`src/rtl/ddr_wr_sched.sv`:
```
// DDR write scheduler: pops one address + two 256-bit beats per transaction
// and hands them to the MIG write-data and command ports in bursts.
module ddr_wr_sched #(
    parameter int MAX_BURST = 8,
    parameter int VALID_TO  = 8
) (
    input  logic         ddr_clk,
    input  logic         sys_rst,
    input  logic         phy_init_done_i,
    input  logic         wr_grant_i,
    output logic         wr_req_o,
    output logic         wr_addr_fifo_rd_en,
    input  logic [29:0]  wr_addr_fifo_data_out,
    input  logic         wr_addr_fifo_valid,
    input  logic         wr_addr_fifo_empty,
    output logic         wr_ddr_fifo_rd_en,
    input  logic [255:0] wr_ddr_fifo_data_out,
    input  logic         wr_ddr_fifo_valid,
    input  logic [8:0]   wr_ddr_fifo_rd_count,
    output logic         app_en,
    output logic [2:0]   app_cmd,
    output logic [29:0]  app_addr,
    input  logic         app_rdy,
    output logic         app_wdf_wren,
    output logic [255:0] app_wdf_data,
    output logic         app_wdf_end,
    input  logic         app_wdf_rdy,
    output logic         wr_err_o
);

    typedef enum logic [2:0] {
        IDLE, POP, LD0, LD1, WDF0, WDF1, CMD
    } state_t;

    localparam logic [7:0] TO_LAST = 8'(VALID_TO - 1);
    localparam logic [7:0] BURST_MAX = 8'(MAX_BURST);

    state_t        state, state_n;
    logic [7:0]    burst_cnt, burst_n, wait_cnt;
    logic [29:0]   addr_q;
    logic [255:0]  beat0_q, beat1_q;
    logic          have_addr, have_beat0;
    logic          pop2, wr_req_q, err_q;
    logic          eligible, addr_ok, beat0_ok, timeout, loading;

    assign eligible = phy_init_done_i & ~wr_addr_fifo_empty
                    & (wr_ddr_fifo_rd_count >= 9'd2);
    assign addr_ok  = have_addr | wr_addr_fifo_valid;
    assign beat0_ok = have_beat0 | wr_ddr_fifo_valid;
    assign timeout  = (wait_cnt == TO_LAST);
    assign burst_n  = burst_cnt + 8'd1;
    assign loading  = (state == LD0) | (state == LD1);

    always_comb begin
        state_n = state;
        case (state)
            IDLE: if (eligible & wr_grant_i) state_n = POP;
            POP:  state_n = LD0;
            LD0: begin
                if (addr_ok & beat0_ok) state_n = LD1;
                else if (timeout)       state_n = IDLE;
            end
            LD1: begin
                if (wr_ddr_fifo_valid)  state_n = WDF0;
                else if (timeout)       state_n = IDLE;
            end
            WDF0: if (app_wdf_rdy) state_n = WDF1;
            WDF1: if (app_wdf_rdy) state_n = CMD;
            CMD: begin
                if (app_rdy)
                    state_n = (eligible & wr_grant_i & (burst_n < BURST_MAX))
                            ? POP : IDLE;
            end
            default: state_n = IDLE;
        endcase
    end

    always_ff @(posedge ddr_clk or posedge sys_rst) begin
        if (sys_rst) begin
            state      <= IDLE;
            burst_cnt  <= '0;
            wait_cnt   <= '0;
            addr_q     <= '0;
            beat0_q    <= '0;
            beat1_q    <= '0;
            have_addr  <= 1'b0;
            have_beat0 <= 1'b0;
            pop2       <= 1'b0;
            wr_req_q   <= 1'b0;
            err_q      <= 1'b0;
        end else begin
            state    <= state_n;
            wr_req_q <= eligible & (state_n == IDLE);
            // second beat is popped only once the first one has landed
            pop2     <= (state == LD0) & (state_n == LD1);
            if (state == IDLE && state_n == POP)
                burst_cnt <= '0;
            else if (state == CMD && app_rdy)
                burst_cnt <= burst_n;
            if (loading && state_n == state)
                wait_cnt <= wait_cnt + 8'd1;
            else
                wait_cnt <= '0;
            if (loading && state_n == IDLE)
                err_q <= 1'b1;
            if (state == POP) begin
                have_addr  <= 1'b0;
                have_beat0 <= 1'b0;
            end
            if (state == LD0) begin
                if (wr_addr_fifo_valid && !have_addr) begin
                    addr_q    <= wr_addr_fifo_data_out;
                    have_addr <= 1'b1;
                end
                if (wr_ddr_fifo_valid && !have_beat0) begin
                    beat0_q    <= wr_ddr_fifo_data_out;
                    have_beat0 <= 1'b1;
                end
            end
            if (state == LD1 && wr_ddr_fifo_valid)
                beat1_q <= wr_ddr_fifo_data_out;
        end
    end

    assign wr_req_o           = wr_req_q;
    assign wr_addr_fifo_rd_en = (state == POP);
    assign wr_ddr_fifo_rd_en  = (state == POP) | pop2;
    assign app_en             = (state == CMD);
    assign app_cmd            = 3'b000;
    assign app_addr           = (state == CMD) ? addr_q : '0;
    assign app_wdf_wren       = (state == WDF0) | (state == WDF1);
    assign app_wdf_end        = (state == WDF1);
    assign app_wdf_data       = (state == WDF0) ? beat0_q
                              : (state == WDF1) ? beat1_q : '0;
    assign wr_err_o           = err_q;

endmodule

```
`config.mk`:
```
export PLATFORM = sky130hd
export DESIGN_NAME = ddr_wr_sched
export DESIGN_NICKNAME = d
export VERILOG_FILES = /design/src/rtl/ddr_wr_sched.sv
export SDC_FILE = /design/constraint.sdc
export NUM_CORES = 1
export LEC_CHECK = 0
export ABC_AREA = 1
export BUFFER_PORTS_ARGS = -buffer_cell sky130_fd_sc_hd__buf_2
export CORE_AREA = 3 3 230 232
export CTS_BUF_LIST = sky130_fd_sc_hd__clkbuf_16
export CTS_CLUSTER_SIZE = 25
export DETAILED_ROUTE_END_ITERATION = 6
export DIE_AREA = 0 0 233 235
export PLACE_DENSITY = 0.73
export SLEW_MARGIN = 5
export SYNTH_ARGS = -nofsm -noshare
export SYNTH_HDL_FRONTEND = slang
export SYNTH_SLANG_ARGS = --single-unit
```
`constraint.sdc`:
```
create_clock -name ddr_clk -period 42.4 [get_ports ddr_clk]
set_input_delay 8.48 -clock ddr_clk [delete_from_list [all_inputs] [get_ports ddr_clk]]
set_output_delay 8.48 -clock ddr_clk [all_outputs]
set_load 0.02 [all_outputs]
```
[Word level (Yosys, flattened, before mapping)]
Cells that the tools add are included.
Storage, ports and cells
  register bits: 566
  output and inout port bits: 296
Operators by class
  $add $sub $neg: 2
  mux-type cells: 21
  magnitude comparators: 2
  bitwise operators: 13
  reductions and logical operators: 14
  equal/unequal tests: 10
Operator list (number)
  $mux W256: 2
  $mux W30: 1
  $mux W8: 3
  $mux W3: 7
  $pmux W3 S7: 1
  $add A8 B1 Y8 const B: 2
  $eq A3 B2 Y1 const B: 3
  $eq A3 B3 Y1 const B: 3
  $ge A9 B2 Y1 const B: 1
  $eq A8 B3 Y1 const B: 1
  $lt A8 B4 Y1 const B: 1
  $and A1 B1 Y1: 7
  $logic_and A1 B1 Y1: 7
  $mux W1: 7
  $eq A3 B1 Y1 const B: 2
  $logic_not A3 Y1: 2
  $or A1 B1 Y1: 5
  $reduce_and A2 Y1: 2
  $eq A3 B3 Y1: 1
  $logic_not A1 Y1: 2
  $reduce_bool A2 Y1: 1
  $not A1 Y1: 1

[Longest topological paths before layout]
Gate-level depths: netlist (run 1).
  depth in word-level cells: 11
  mapped depth: 12
  depth with buffers taken out: 12

[Worst setup path before layout (run 1)]
Ideal clock, no wire load.
  kind: flip-flop to output port
  start: reg state[1]
  end: out app_wdf_data[217]
  data arrival time: 1508 ps
  required time: 33920 ps
  path slack: 32412 ps
  cell stages (with the launch flop): 6
  cells stage by stage: dfrtp_1 inv_1 nand3_1 buf_2 clkbuf_1 o21ai_0
Between the ends
  cells in the longest elaborated chain, start to end: 3
  elaborated cells on any way between the ends: 4
  those cells by class: eq/ne: 2; mux: 2
RTL lines
  start: declaration: RTL line 38  | state_t state, state_n;
  start signal: assignment: RTL line 92  | state <= state_n;
  $eq A3 B3 Y1: RTL line 134  | : (state == WDF1) ? beat1_q : '0;
  $mux W256: RTL line 134
  $mux W256 (*): RTL line 133  | assign app_wdf_data = (state == WDF0) ? beat0_q
  end: declaration: RTL line 25  | output logic [255:0] app_wdf_data,
Every way passes the cells marked *; elsewhere a longest branch is shown, timed or not.

[Worst setup path after layout (run 1)]
  start: reg state[2]
  end: out app_wdf_data[45]
The elaborated chain is that of the path after synthesis.

==> results of run 1 <==
[cell usage in the layout (no fill, tap or decap), types with 2 or more instances in the layout]
master	instances
buf_2	595
dfrtp_1	565
nand2_1	490
inv_1	367
o21ai_0	305
o21ai_1	192
a32o_1	182
nor2_1	109
nand3_1	64
clkbuf_16	60
a21oi_1	56
mux2_4	53
o22ai_1	22
diode_2	15
clkinv_1	13
buf_4	13
clkinv_2	7
nor2_4	5
bufinv_16	5
inv_6	4
nor3_1	4
nand4_1	3
xor2_1	3
nand3b_1	3
conb_1	3
buf_12	3
inv_2	2
nand3_2	2
inv_8	2
a22oi_1	2
ha_1	2
[per-stage QoR]
step	hold slack, ns	util [%]	worst slack, ns	std cells	total power, uW
after floorplan	0.4534	-	18.09	2628	1388
after global placement	0.4480	54.43	29.44	3716	1539
after detailed placement	0.4496	54.43	29.49	3716	1579
after CTS	0.4624	58.06	28.83	3826	2085
after global routing	0.5034	58.11	28.60	3835	2211
final	0.4584	58.14	28.82	3841	2075
[cells by family after synthesis]
| kind of cell | after synthesis | synth area share [%] |
|---|---|---|
| AO/OA/AOI/OAI | 759 | 19.11 |
| XOR/XNOR | 4 | 0.1412 |
| adder cells (fa/ha/maj) | 2 | 0.1008 |
| buffers and inverters | 555 | 9.343 |
| flip-flops | 566 | 57.08 |
| multiplexers | 53 | 3.207 |
| other | 1 | 0.01511 |
| AND/OR/NAND/NOR | 686 | 11.01 |
[power by group]
group,internal [uW],total [uW],switching (uW)
clock,286,498,213
sequential,785,913,128
combinational,236,664,428
[routing by layer]
| layer | vias to the layer above | GRT usage (%) |
|---|---|---|
| li1 | 9697 | - |
| met1 | 10200 | 31.83 |
| met2 | 855 | 40.43 |
| met3 | 154 | 6.887 |
| met4 | 10 | 8.921 |
| met5 | - | 0 |
[tightest hold or removal path: stages (launching register included)]
cell and delay, ns:
dfrtp_1 0.33, inv_1 0.04, nand2_1 0.05
[flip-flops by register name (all words and copies together) (netlist names)]
name	cells
addr_q	30
beat0_q	256
beat1_q	256
burst_cnt	8
have_addr	1
have_beat0	1
pop2	1
state	3
wait_cnt	8
wr_err_o	1
wr_req_o	1
[worst max path at each step]
stage                     startpoint  depth (start not counted)                to
after CTS                   state[2]                          5  app_wdf_data[45]
final                       state[2]                          5  app_wdf_data[45]
after detailed placement    state[2]                          5  app_wdf_data[45]
after global routing        state[2]                          5  app_wdf_data[45]
after floorplan              sys_rst                          1         addr_q[0]
after global placement      state[2]                          5  app_wdf_data[45]
[area by class of cell]
type	count	area, um2	share of cell area [%]
clock inverter	50	360.3	1.211
sequential	566	14170	47.60
multi-input combinational	1507	8371	28.12
timing repair buffer	611	3136	10.53
clock buffer	60	1501	5.044
antenna	15	37.54	0.1261
tap	680	850.8	2.858
inverter	352	1341	4.506
==> flow_summary.toml, run 1 <==
[clock_network]
postCtsSetupBuffers = 0
cts_sinks = 566
clock_path_buffers = 3
post_cts_resized = 0
cts_root_buf = "clkbuf_16"
tritoncts = "built"
clkTransAtPathRegs_ns = 0.06
insertion_delay_ns = 0.61
cts_buffers = 59
cts_hold_buf = 0
htreeDepth = 2

[routing]
wire_per_inst_um = 18.27
via_per_inst = 5.445
drt_wl_total_mm = 70.19
routed.top_layer = "met5"
dr_wl_met2_mm = 33.89
num_vias = 20910
wl_met1_mm = 27.56
postRouteAntennaNets = 0
drc = 0
firstDrtPassIters = 6
drtIter0Drc = 1855
dr_wl_met3_mm = 6.403

[synth]
synth_ff_type = "dfrtp_1"
yosysTopAreaCell = "dfrtp_1"
synth_seq_area_share_pct = 57.08
synth_area_um2 = 24820
syn_avg_cell_area_um2 = 9.450
yosys.cell_types.count = 31
ys_seq_elements = 566
synth_commonest_cells = "566 x dfrtp_1, 490 x nand2_1, 349 x inv_1, 305 x o21ai_0, 192 x o21ai_1"
async_flop_share_pct = 100.0
yosys-top-cells-area = "dfrtp_1 57%, nand2_1 7.4%, a32o_1 7.3%"
synth-edff-count = 0
ys_warn_count = 0
yosysMostFrequentCell = "dfrtp_1"
netlist_instances = 2626
synth.top_cell.area_share_pct = 57.08

[sta]
post-route-min-period_ns = 13.58
setup_violations = 0
rsz0062_at_grt = "no"
relSlewSlack_pct = 22.50
finalMaxSlewViolations = 0
clock.fmax_mhz = 73.66
hold_viol = 0
tns_ns = 0
timing.final.crit_share_pct = 32.02
finClkSkew_ns = 0.008751
tightest_slew_ns = 1.163

[final_layout]
area_growth_pct = 19.95
fin_area_um2 = 29760
layout-drive-gt1-share_pct = 24.13
nFillCells = 4357
fin_nets = 3403

[worst_hold_path]
hold_depth = 2
min_from = "wr_err_o"
holdCritPathClass = "flop to flop"
whs_endpoint = "wr_err_o"

[placement]
io_buffers = 595
place_area_um2 = 27870
hpwl_mm = 44.99
place.gp.congestion = 0.8452

[die]
rows = 83
start_util_pct = 48.47
ios = 600
die_y_um = 235
core_um2 = 51200
die_area_um2 = 54760
die_width_um = 233

[global_routing]
antenna_found_initial = 19
overflow = 0
grt_use_total_pct = 24.83
grt_pass1_vias = 20390
grt_first_pass_wirelength_mm = 110.7
grt_max_degree = 193

[pwr]
cellPowerDensity_nw_per_um2 = 69.72
p_leak_uw = 0.01583
vdd_drop_max_v = 0.00004519

[critical_path]
crit_buf_inv = 3
start_kind = "flop"
crit_slowest_cell = "dfrtp_4"
crit_path_max_fanout = 93
rr_startpoint = "state[2]"
critPathRequiredTime_ns = 33.92
cp_cell_sequence = "nand3_2 > inv_6 > buf_4 > a32o_1 > buf_2"
rrSetupSlack_ns = 38.05
reg2reg_depth = 7
critPathKind = "flop to output port"
max_stage_delay_ns = 1.07
end_kind = "output port"
worstPathArrival_ns = 5.10
r2r_end = "beat1_q[20]"
cp_top_family = "buffers and inverters"

[status]
status = "complete, no violations"

[flow_run]
maxCapViolCount = 0
Note: power is estimated with default switching activity, not from simulation.
==> run 2: changes to the inputs <==
--- a/config.mk
+++ b/config.mk
@@ -12,7 +12,7 @@
 export CTS_CLUSTER_SIZE = 25
 export DETAILED_ROUTE_END_ITERATION = 6
 export DIE_AREA = 0 0 233 235
-export PLACE_DENSITY = 0.73
+export PLACE_DENSITY = 0.76
 export SLEW_MARGIN = 5
 export SYNTH_ARGS = -nofsm -noshare
 export SYNTH_HDL_FRONTEND = slang
==> constraint.sdc (replaced) <==
create_clock -name ddr_clk -period 12 [get_ports ddr_clk]
set_input_delay 2.4 -clock ddr_clk [delete_from_list [all_inputs] [get_ports ddr_clk]]
set_output_delay 2.4 -clock ddr_clk [all_outputs]
set_load 0.02 [all_outputs]
==> run 2 against run 1 <==
Net effect: register-to-register slack worse by 29 ns; flip-flop and latch count unchanged; global-route usage down 1.2 points; clock power rose to 3.6 times the previous value; core utilization up 0.11 points; sequential power rose to 3.5 times the previous value; non-clock buffer count up 4; worst hold slack better by 0.0085 ns; setup slack worse by 24 ns; via count down 2.9%; clock skew up 0.010 ns; critical path type unchanged; critical endpoint is now app_wdf_data[177]; highest routed layer unchanged.
==> flow_summary.toml, run 2 (synthesis results as in run 1) <==
[status]
status = "complete, no violations"

[clock_network]
cts_sinks = 566
insertion_delay_ns = 0.60
postCtsSetupBuffers = 0
post_cts_resized = 0
tritoncts = "built"
cts_root_buf = "clkbuf_16"
cts_hold_buf = 0
clock_path_buffers = 3
clkTransAtPathRegs_ns = 0.06
htreeDepth = 2
cts_buffers = 57

[global_routing]
grt_max_degree = 241
grt_pass1_vias = 19720
grt_use_total_pct = 23.60
overflow = 0
grt_first_pass_wirelength_mm = 105.2
antenna_found_initial = 30

[final_layout]
largest_registers = "beat0_q x256, beat1_q x256, addr_q x30"
ff_latch_area_um2 = 14170
multi_input_comb_area_um2 = 8371
nFillCells = 4477
layout.cells.non_filler = 3843
most-common-layout-cells = "595 x buf_2, 565 x dfrtp_1, 490 x nand2_1"
area_growth_pct = 20.17
fin_nets = 3405
final_common_cell = "buf_2"
layout-drive-gt1-share_pct = 24.47
utilization_pct = 58.24

[routing]
drc = 0
drtIter0Drc = 1806
wire_per_inst_um = 17.32
num_vias = 20310
postRouteAntennaNets = 0
drt_wl_total_mm = 66.57
firstDrtPassIters = 5
via_per_inst = 5.286

[sta]
setup_violations = 0
fin_ws_ns = 4.892
timing.hold.ws_ns = 0.4669
post-route-min-period_ns = 7.108
finClkSkew_ns = 0.01889
clock.fmax_mhz = 140.7
finalMaxSlewViolations = 0
relSlewSlack_pct = 18.34
tns_ns = 0
hold_viol = 0
tightest_slew_ns = 1.225
rsz0062_at_grt = "no"
timing.final.crit_share_pct = 59.24

[pwr]
vdd_drop_max_v = 0.0001270
p_leak_uw = 0.01581
cellPowerDensity_nw_per_um2 = 245.0

[die]
die_y_um = 235
core_um2 = 51200
rows = 83
die_width_um = 233
start_util_pct = 48.47
die_area_um2 = 54760
ios = 600

[critical_path]
critPathKind = "flop to output port"
start_kind = "flop"
worstPathArrival_ns = 4.71
crit_path_max_fanout = 78
end_kind = "output port"
rrSetupSlack_ns = 8.65
critPathRequiredTime_ns = 9.60

[placement]
hpwl_mm = 42.73
place.gp.congestion = 0.8058
io_buffers = 595
dp.cells = 3720
pre_cts_ws_ns = 5.586

[flow_run]
maxCapViolCount = 0

[worst_hold_path]
holdCritPathClass = "flop to flop"
[run 2: cell count changes in the layout (fill, tap and decap cells not counted), moves of 3 or more]
cell,delta
inv_1,-12
diode_2,+5
clkinv_2,+4
clkinvlp_4,+4
clkbuf_16,-3
[run 2: cell type report]
cell class                 instances  area share [%]
clock inverter                    46           1.431
sequential                       566           47.51
multi-input combinational       1507           28.07
inverter                         352           4.485
timing repair buffer             615           10.70
clock buffer                      57           4.783
antenna                           20          0.1678
tap                              680           2.853
[run 2: worst paths after layout]
kind / from / end / cells after the start
worst max-delay path: state[2] / app_wdf_data[177] / 7
max in group asynchronous: sys_rst / beat0_q[90] / 4
worst min register to register: wr_err_o / wr_err_o / 2
worst min-delay path: wr_err_o / wr_err_o / 2
worst max register to register: state[2] / beat1_q[152] / 6
min in group asynchronous: sys_rst / beat0_q[194] / 2
[run 2: layer usage]
| metal | GRT usage, % | part of all wire (%) |
|---|---|---|
| met1 | 30.42 | 41 |
| met2 | 37.12 | 47 |
| met3 | 7.020 | 8.8 |
| met4 | 9.985 | 3.7 |
| met5 | 0 | 0.22 |
[run 2: report_power, final]
part	internal [uW]	switching, uW
Clock	1020	754
Sequential	2770	437
Combinational	838	1490
Total	4630	2680
[run 2: critical path, stage by stage, from the launching register on]
cell and delay (ns):
dfrtp_4 0.88, nand3_2 0.12, buf_4 0.37, inv_6 0.56, buf_4 0.70, buf_4 0.78
a32o_1 0.31, buf_2 0.21
[run 2: metrics by stage]
| stage | area, um2 | total power, uW |
|---|---|---|
| 2_1_floorplan | 24830 | 4906 |
| 3_3_place_gp | 27920 | 5455 |
| 3_5_place_dp | 27920 | 5546 |
| 4_1_cts | 29770 | 7340 |
| 5_1_grt | 29810 | 7804 |
| 6_report | 29820 | 7307 |
